===== config.mk =====
export PLATFORM = sky130hd
export DESIGN_NAME = pe_output_writer
export DESIGN_NICKNAME = d
export VERILOG_FILES = /design/src/rtl/pe_output_writer_pkg.sv /design/src/rtl/pe_output_writer_sat_narrow.sv /design/src/rtl/pe_output_writer.sv
export SDC_FILE = /design/constraint.sdc
export NUM_CORES = 1
export LEC_CHECK = 0
export CORE_MARGIN = 8
export CORE_UTILIZATION = 60
export DETAILED_ROUTE_END_ITERATION = 6
export DONT_BUFFER_PORTS = 1
export GPL_ROUTABILITY_DRIVEN = 0
export HOLD_SLACK_MARGIN = 0.08
export PLACE_DENSITY = 0.76
export SKIP_LAST_GASP = 1
export SLEW_MARGIN = 40
export SYNTH_ARGS = -nofsm -noshare
export SYNTH_HDL_FRONTEND = slang
export SYNTH_SLANG_ARGS = --single-unit

===== constraint.sdc =====
create_clock -name clk -period 2.2 [get_ports clk]
set_input_delay 0.22 -clock clk [delete_from_list [all_inputs] [get_ports clk]]
set_output_delay 0.22 -clock clk [all_outputs]
set_load 0.03 [all_outputs]

===== src/rtl/pe_output_writer_pkg.sv =====
// Shared definitions for the PE output writer: default geometry,
// FSM state encoding and width helpers used by the PE accumulator side too.
package pe_output_writer_pkg;

  localparam int DEF_LOG_N_ADD     = 2;
  localparam int DEF_LOG_BIT_WIDTH = 3;
  localparam int DEF_LOG_RAM_SIZE  = 16;

  typedef enum logic [1:0] {
    ST_IDLE  = 2'd0,
    ST_WRITE = 2'd1,
    ST_DONE  = 2'd2
  } state_e;

  // Output word width W = 2**log_bit_width.
  function automatic int word_w(input int log_bit_width);
    return 1 << log_bit_width;
  endfunction

  // Accumulator lane width 2W.
  function automatic int lane_w(input int log_bit_width);
    return 1 << (log_bit_width + 1);
  endfunction

  // Number of accumulator lanes per PE.
  function automatic int lane_cnt(input int log_n_add);
    return 1 << log_n_add;
  endfunction

endpackage


===== src/rtl/pe_output_writer_sat_narrow.sv =====
// Combinational signed saturator: narrows an in_w-bit two's complement value
// to out_w bits, clamping to the representable range, with optional ReLU.
module sat_narrow #(
  parameter int in_w    = 16,
  parameter int out_w   = 8,
  parameter bit relu_en = 1'b0
) (
  input  logic [in_w-1:0]  din,
  output logic [out_w-1:0] dout
);

  localparam logic [out_w-1:0] MAX_C = {1'b0, {(out_w - 1){1'b1}}};
  localparam logic [out_w-1:0] MIN_C = {1'b1, {(out_w - 1){1'b0}}};

  // Bits that must all equal the sign for the value to fit in out_w bits.
  logic [in_w-out_w:0] top_s;
  logic [out_w-1:0]    sat_s;

  assign top_s = din[in_w-1:out_w-1];

  // Clamp out-of-range values to the nearest representable extreme.
  always_comb begin
    sat_s = din[out_w-1:0];
    if ((&top_s) || !(|top_s)) begin
      sat_s = din[out_w-1:0];
    end else if (din[in_w-1]) begin
      sat_s = MIN_C;
    end else begin
      sat_s = MAX_C;
    end
  end

  // Optional ReLU applied after saturation.
  always_comb begin
    dout = sat_s;
    if (relu_en && sat_s[out_w-1]) begin
      dout = '0;
    end else begin
      dout = sat_s;
    end
  end

endmodule


===== src/rtl/pe_output_writer.sv =====
// PE output writer: on a rising edge of end_conv_layer it snapshots every
// accumulator lane and streams the saturated lanes to the result RAM, one per
// accepted valid/ready handshake, at consecutive addresses from the layer base.
module pe_output_writer
  import pe_output_writer_pkg::*;
#(
  parameter int log_n_add     = DEF_LOG_N_ADD,
  parameter int log_bit_width = DEF_LOG_BIT_WIDTH,
  parameter int log_ram_size  = DEF_LOG_RAM_SIZE,
  parameter int relu_en       = 0
) (
  input  logic                                                      clk,
  input  logic                                                      rst,
  input  logic                                                      end_conv_layer,
  input  logic [(1 << log_n_add) * (1 << (log_bit_width + 1))-1:0]  acc_in,
  input  logic                                                      load_base_addr,
  input  logic [log_ram_size-1:0]                                   init_base_addr,
  input  logic                                                      wr_ready,
  output logic                                                      wr_en,
  output logic [log_ram_size-1:0]                                   wr_addr,
  output logic [(1 << log_bit_width)-1:0]                           wr_data,
  output logic                                                      busy,
  output logic                                                      done,
  output logic                                                      overflow
);

  localparam int W  = word_w(log_bit_width);
  localparam int LW = lane_w(log_bit_width);
  localparam int N  = lane_cnt(log_n_add);

  localparam logic [log_n_add-1:0]    LAST_PTR = log_n_add'(N - 1);
  localparam logic [log_n_add-1:0]    PTR_ONE  = log_n_add'(1);
  localparam logic [log_ram_size-1:0] ADDR_ONE = log_ram_size'(1);
  localparam logic [log_ram_size-1:0] N_ADDR   = log_ram_size'(N);

  state_e                     state_q, state_d;
  logic [N-1:0][LW-1:0]       snap_q, snap_d;
  logic [log_n_add-1:0]       ptr_q, ptr_d;
  logic [log_ram_size-1:0]    base_q, base_d;
  logic [log_ram_size-1:0]    wr_addr_q, wr_addr_d;
  logic                       wr_en_q, wr_en_d;
  logic                       busy_q, busy_d;
  logic                       done_q, done_d;
  logic                       overflow_q, overflow_d;
  logic                       end_q, end_d;

  logic                       trig_s;
  logic                       accept_s;
  logic [W-1:0]               sat_s [N];

  assign end_d    = end_conv_layer;
  assign trig_s   = end_conv_layer & ~end_q;
  assign accept_s = wr_en_q & wr_ready;

  // One saturator per snapshot lane; the lane pointer selects the one on the bus.
  for (genvar i = 0; i < N; i++) begin : g_sat
    sat_narrow #(
      .in_w   (LW),
      .out_w  (W),
      .relu_en(relu_en != 0)
    ) u_sat (
      .din (snap_q[i]),
      .dout(sat_s[i])
    );
  end

  // Layer sequencing: capture on trigger, advance on each accepted write, advance base at the end.
  always_comb begin
    state_d   = state_q;
    snap_d    = snap_q;
    ptr_d     = ptr_q;
    base_d    = base_q;
    wr_en_d   = wr_en_q;
    wr_addr_d = wr_addr_q;
    busy_d    = busy_q;
    done_d    = 1'b0;
    case (state_q)
      ST_IDLE: begin
        if (load_base_addr) begin
          base_d = init_base_addr;
        end else begin
          base_d = base_q;
        end
        if (trig_s) begin
          snap_d  = acc_in;
          ptr_d   = '0;
          wr_en_d = 1'b1;
          busy_d  = 1'b1;
          state_d = ST_WRITE;
          // A same-cycle load takes effect for the layer being started.
          if (load_base_addr) begin
            wr_addr_d = init_base_addr;
          end else begin
            wr_addr_d = base_q;
          end
        end else begin
          wr_en_d = 1'b0;
          busy_d  = 1'b0;
        end
      end
      ST_WRITE: begin
        if (accept_s) begin
          if (ptr_q == LAST_PTR) begin
            wr_en_d = 1'b0;
            busy_d  = 1'b0;
            done_d  = 1'b1;
            base_d  = base_q + N_ADDR;
            state_d = ST_DONE;
          end else begin
            ptr_d     = ptr_q + PTR_ONE;
            wr_addr_d = wr_addr_q + ADDR_ONE;
          end
        end else begin
          state_d = ST_WRITE;
        end
      end
      ST_DONE: begin
        state_d = ST_IDLE;
      end
      default: begin
        state_d = ST_IDLE;
        wr_en_d = 1'b0;
        busy_d  = 1'b0;
      end
    endcase
  end

  // A layer end arriving while a layer is still in flight is dropped and latched as overflow.
  always_comb begin
    overflow_d = overflow_q;
    if (trig_s && (state_q != ST_IDLE)) begin
      overflow_d = 1'b1;
    end else begin
      overflow_d = overflow_q;
    end
  end

  // State, snapshot and registered outputs.
  always_ff @(posedge clk or negedge rst) begin
    if (!rst) begin
      state_q    <= ST_IDLE;
      snap_q     <= '0;
      ptr_q      <= '0;
      base_q     <= '0;
      wr_en_q    <= 1'b0;
      wr_addr_q  <= '0;
      busy_q     <= 1'b0;
      done_q     <= 1'b0;
      overflow_q <= 1'b0;
      end_q      <= 1'b0;
    end else begin
      state_q    <= state_d;
      snap_q     <= snap_d;
      ptr_q      <= ptr_d;
      base_q     <= base_d;
      wr_en_q    <= wr_en_d;
      wr_addr_q  <= wr_addr_d;
      busy_q     <= busy_d;
      done_q     <= done_d;
      overflow_q <= overflow_d;
      end_q      <= end_d;
    end
  end

  assign wr_en    = wr_en_q;
  assign wr_addr  = wr_addr_q;
  assign wr_data  = wr_en_q ? sat_s[ptr_q] : '0;
  assign busy     = busy_q;
  assign done     = done_q;
  assign overflow = overflow_q;

endmodule


* Word-level counts from Yosys, hierarchy flattened
Cells that the tools add are included.
** Operators by class
- Reductions and logical operators :: 25
- Multiplexer cells :: 35
- Bitwise logic cells :: 5
- Add/subtract/negate cells :: 3
- Order comparisons :: 1
- Equal/unequal tests :: 8
** Operators with widths (number)
- $mux W16 :: 6
- $mux W8 :: 11
- $pmux W16 S2 :: 2
- $reduce_and A9 Y1 :: 4
- $reduce_or A9 Y1 :: 4
- $add A16 B1 Y16 const B :: 1
- $add A16 B3 Y16 const B :: 1
- $bmux W8 S2 :: 1
- $mux W2 :: 6
- $ne A2 B2 Y1 const B :: 4
- $pmux W2 S2 :: 2
- $mux W1 :: 6
- $reduce_and A3 Y1 :: 2
- $eq A2 B2 Y1 const B :: 2
- $logic_not A1 Y1 :: 4
- $logic_or A1 B1 Y1 :: 4
- $reduce_and A2 Y1 :: 2
- $reduce_and A4 Y1 :: 1
- $reduce_bool A2 Y1 :: 2
- $ge A3 B3 Y1 const B :: 1
- $ne A3 B3 Y1 const B :: 1
- $not A2 Y3 :: 1
- $pmux W1 S3 :: 1
- $add A2 B1 Y2 const B :: 1
- 5 further kinds :: 7
** Storage, ports and cells
- Bits of input ports :: 85
- Output and inout bits :: 28
- Register bits after elaboration :: 104
- Word-level logic and storage cells :: 89

* Longest topological paths before layout
- Word-level depth :: 8
- Mapped depth :: 8
- Depth with buffers taken out :: 6

* Hierarchy
From an unflattened synthesis, not the netlist that was laid out.
** Second synthesis, totals
- Cells, all modules :: 524
- Area total of the unflattened synthesis :: 5683.0 um^2
** Modules (own cells, without submodules)
- pe_output_writer :: area each 5092.4 um^2, cells each 432, seq. area each 2602.5 um^2, times used 1
- sat_narrow :: area each 147.6 um^2, cells each 23, seq. area each 0.0 um^2, times used 4

* Least setup slack after synthesis
Ideal clock, no wire load.
- Path type :: flip-flop to flip-flop
- Start :: register wr_addr_q[0] (netlist: wr_addr[0])
- End :: register wr_addr_q[14] (netlist: wr_addr[14])
- Buffers on the path :: 1
- Arrival time :: 1745 ps
- Setup slack :: 379 ps
- Stages on the path, launching flop included :: 8
- Clock period less this slack :: 1821 ps
- Required time :: 2124 ps
- Setup time :: 76 ps
- Cells stage by stage :: dfrtp_1 ha_1 and3_1 nor2b_1 clkbuf_1 nand2_1 o31a_1 o21ai_1
** On the way
- Word-level cells in the longest chain between the ends :: 4
** Ends and longest elaborated chain
- from (decl) :: RTL line pe_output_writer.sv:40 : logic [log_ram_size-1:0] wr_addr_q, wr_addr_d;
- from (signal assigned) :: RTL line pe_output_writer.sv:157 : wr_addr_q <= wr_addr_d;
- $add A16 B1 Y16 :: RTL line pe_output_writer.sv:111 : wr_addr_d = wr_addr_q + ADDR_ONE;
- $mux W16 :: RTL line pe_output_writer.sv:103 : if (ptr_q == LAST_PTR) begin
- $mux W16 :: RTL line pe_output_writer.sv:102 : if (accept_s) begin
- $pmux W16 S2 :: RTL line pe_output_writer.sv:77 : case (state_q)
Every way passes these cells. The select of a mux whose other input is x is not followed.
A chain may end at the register's enable or synchronous reset.

* Worst setup path after layout
- Start :: register snap_q[61] in the netlist's numbering
- End :: output port wr_data[6]
** On the way
- Word-level cells in the longest chain between the ends :: 8
- Elaborated cells on any way between the ends :: 9
- Classes of those cells :: mux: 5; reduce/logical: 4
** Ends and longest elaborated chain
- from (decl) :: RTL line pe_output_writer.sv:37 : logic [N-1:0][LW-1:0] snap_q, snap_d;
- from (signal assigned) :: RTL line pe_output_writer.sv:153 : snap_q <= snap_d;
- $reduce_or A9 Y1 :: RTL line pe_output_writer_sat_narrow.sv:24 : if ((&top_s) || !(|top_s)) begin
- $logic_not A1 Y1 :: RTL line pe_output_writer_sat_narrow.sv:24
- $logic_or A1 B1 Y1 * :: RTL line pe_output_writer_sat_narrow.sv:24
- $mux W8 * :: RTL line pe_output_writer_sat_narrow.sv:24
- $bmux W8 S2 * :: RTL line pe_output_writer.sv:167 : assign wr_data = wr_en_q ? sat_s[ptr_q] : '0;
- $mux W8 (not written as such) * (2 in series) :: RTL line pe_output_writer.sv:167
- $mux W8 * :: RTL line pe_output_writer.sv:167
- to (decl) :: RTL line pe_output_writer.sv:21 : output logic [(1 << log_bit_width)-1:0] wr_data,
Mark *: on every way between the ends. The rest lies on a longest branch, timed or not. The select of a mux whose other input is x is not followed.

==> impl_metrics.csv <==
group,metric,value,unit
run_status,status,"finished, violations left",
run_status,violations,"hold timing, setup timing",
routing,drc,0,
final_layout,finalNonFillerCells,693,
global_routing,grt_usage,0.252,
worst_setup_path,ff2ff_path_depth,5,
clocking,numClockSinks,104,
yosys,synth_seq_area_share,0.493,
die,die_x,110,µm
clocking,clk_root_buffer_cell,"clkbuf_8",
sta,rsz0062_at_grt,"yes",
sta,setup_viol,3,
global_routing,grt_pass1_vias,4419,
pwr,power,8.65,mW
yosys,ys_ff_latch,104,
worst_setup_path,worst-path-buf-inv,0,
sta,fmax,0.450,GHz
clocking,cts_setup_buffers,0,
worst_setup_path,worstSetupPathType,"reg -> out",
sta,layout_setup_ws,-0.0201,ns
die,io_pins,113,
sta,setup_tns,-0.0366,ns
final_layout,stdcell_area,6450,µm²
final_layout,n_fill_cell,564,
clocking,tritoncts,"yes",
worst_setup_path,cp_top_family,"compound AO/OA/AOI/OAI gates",
place,place_area,5430,µm²
yosys,ys_warn_count,0,
sta,holdWs,-0.468,ns
yosys,syn_area,5280,µm²
sta,worstMarginPinSlew,0.540,ns
global_routing,grt-ovfl-total,0,
clocking,cts_buffers,9,
clocking,cts_hold_buf,70,
worst_setup_path,crit_path_cell_trace,"nand4_1 > o21ai_0 > nand2_1 > o221ai_1 > o211a_4",
worst_setup_path,start_kind,"flip-flop",
routing,drt_pre_antenna_iters,5,
sta,drv_slew,0,
worst_setup_path,cp-end-kind,"primary output",
place,place_hpwl,9400,µm
sta,hold_viol,104,
routing,wirelength,15000,µm
clocking,clk_latency,0.37,ns
yosys,synth-edff-count,0,
worst_setup_path,crit_slowest_cell,"dfrtp_1",
worst_setup_path,r2r-end,"base_q[12]",
worst_setup_path,worstPathMaxFanout,7,
pwr,ir_drop,0.726,mV
routing,via_per_inst,6.44,
die,die_h,110,µm
yosys,async_flop_share,1.00,
sta,max-slew-margin-rel,0.636,
clocking,cts.clk_slew.worst_paths,0.10,ns
die,core_area,8640,µm²
worst_setup_path,rr_startpoint,"base_q[2]",
yosys,avgSynthCellArea,10.4,µm²
routing,wl_per_cell,21.7,µm
sta,timing.final.crit_share,1.01,
place,numPlacedInstances,607,
yosys,synth_top_cell_by_area,"dfrtp_1",
global_routing,grt_pass1_wl,23400,µm
die,die_area,12100,µm²
routing,vias,4460,
global_routing,grt_max_degree,105,
die,num_rows,34,
yosys,ys_types,48,
die,start_util,0.612,
worst_setup_path,reg2reg_slack,0.25,ns
routing,drt-initial-drc-count,370,
worst_setup_path,arrival,2.00,ns
clocking,h-tree-depth,3,
hold_path,hp-class,"in -> async",
yosys,synth_flop_cell,"dfrtp_1",
yosys,synth_top_area_frac,0.493,
worst_setup_path,crit_start,"snap_q[61]",
pwr,p_leak,2.60,nW
routing,ant_nets,0,
final_layout,nNetsFinal,668,
yosys,synth_area_leaders,"dfrtp_1, mux2_2, a21oi_1, nor2_1, o21ai_0",
final_layout,final_layout_size_suffix_gt1_frac,0.241,
sta,period_minus_slack,2.22,ns
final_layout,area_growth,22.2,%
yosys,synthesis.nets,596,
yosys,synth_cells,508,
worst_setup_path,crit_required,1.98,ns
flow_run,drv_cap,0,
worst_setup_path,slowest_delay,0.44,ns
pwr,powerDensity,1340,nW/µm²
clocking,clockBufferDepth,2,
final_layout,antennaDiodeCount,0,
global_routing,antenna_found_initial,0,
sta,skew,0.0157,ns
place,portBuffers,0,
[where the power goes]
part | total, mW | leakage [nW] | internal, mW | switching, mW
Sequential | 3.84 | 1.25 | 2.81 | 1.03
Combinational | 3.58 | 1.26 | 1.60 | 1.98
Clock | 1.23 | 0.0928 | 0.561 | 0.665
Total | 8.65 | 2.60 | 4.97 | 3.68
[registers in the layout, summed over array words and instances, names as in the netlist]
signal and flops:
snap_q 64, base_q 16, wr_addr 16, ptr_q 2
state_q 2, busy 1, done 1, end_q 1
overflow 1
[synthesized netlist by cell type, types with 3 or more instances]
cell      instances
a21oi_1          40
a31oi_1           6
a41oi_1           4
and3_1           10
buf_2            15
clkbuf_1         10
dfrtp_1         104
ha_1              3
inv_1            13
mux2_2           75
mux2i_1           6
nand2_1          26
nand2b_1          4
nand3_1          10
nand4_1          11
nor2_1           47
nor3_1           16
nor4_1            9
o21ai_0          23
o21ai_1          15
o221ai_1          7
o22a_1            4
o22ai_1          10
o31a_1            4
o31ai_1           3
[cells by family (layout without fill, tap and decap cells)]
group                    count (synthesis)  after routing  share of synthesized area
adder cells (fa/ha/maj)                  3              3                    0.00711
buffers and inverters                   44            121                     0.0391
multiplexers                            82             82                      0.176
AO/OA/AOI/OAI                          135            135                      0.159
AND/OR/NAND/NOR                        140            140                      0.126
flip-flops                             104            104                      0.493
[stage by stage]
stage               hold slack [ns]   util  setup WS [ns]
floorplan                   -0.0756      -          0.379
global placement            -0.0716  0.629          0.233
detailed placement          -0.0714  0.629          0.184
CTS                          -0.476  0.736        -0.0131
global route                 -0.488  0.747         -0.175
finish                       -0.468  0.747        -0.0201
[cell type report]
class / count / area (µm²) / area share
flip-flops and latches: 104 / 2600 / 0.403
multi-input cells: 360 / 2600 / 0.402
repair buffers: 90 / 863 / 0.134
clock buffers: 12 / 145 / 0.0225
well taps: 108 / 135 / 0.0209
inverters: 15 / 56.3 / 0.00873
clock inverters: 4 / 53.8 / 0.00834
[worst max path at each step]
stage                  endpoint  slack [ns]  cells after the start
floorplan           wr_addr[14]        0.38                      7
global placement     wr_addr[1]        0.23                      4
detailed placement   wr_addr[1]        0.18                      4
CTS                  wr_data[6]       -0.01                      5
global route         wr_data[6]       -0.18                      5
finish               wr_data[6]       -0.02                      5
[per-layer routing]
metal  vias up  wire (µm)  GRT usage
li1       2019          -          -
met1      2183       5580      0.298
met2       226       7910      0.438
met3        32       1240     0.0598
met4         0        293     0.0868
met5         -          0          0
[what timing repair did]
action,CTS,global route
resized for setup,9,23
endpoints found under the hold margin,173,104
endpoints found under the setup margin,7,7
pin swaps,0,4
[placed cells by master (no fill, tap or decap), types with 7 or more instances in the layout]
cell,synthesis,final
a21oi_1,40,36
buf_4,2,19
clkbuf_8,0,10
dfrtp_1,104,104
dlygate4sd3_1,0,70
inv_1,13,13
mux2_2,75,75
nand2_1,26,25
nand3_1,10,10
nand4_1,11,11
nor2_1,47,46
nor3_1,16,15
o21ai_0,23,19
o21ai_1,15,18
o221ai_1,7,7
o22ai_1,10,10
Power figures use the tool's default switching activity.
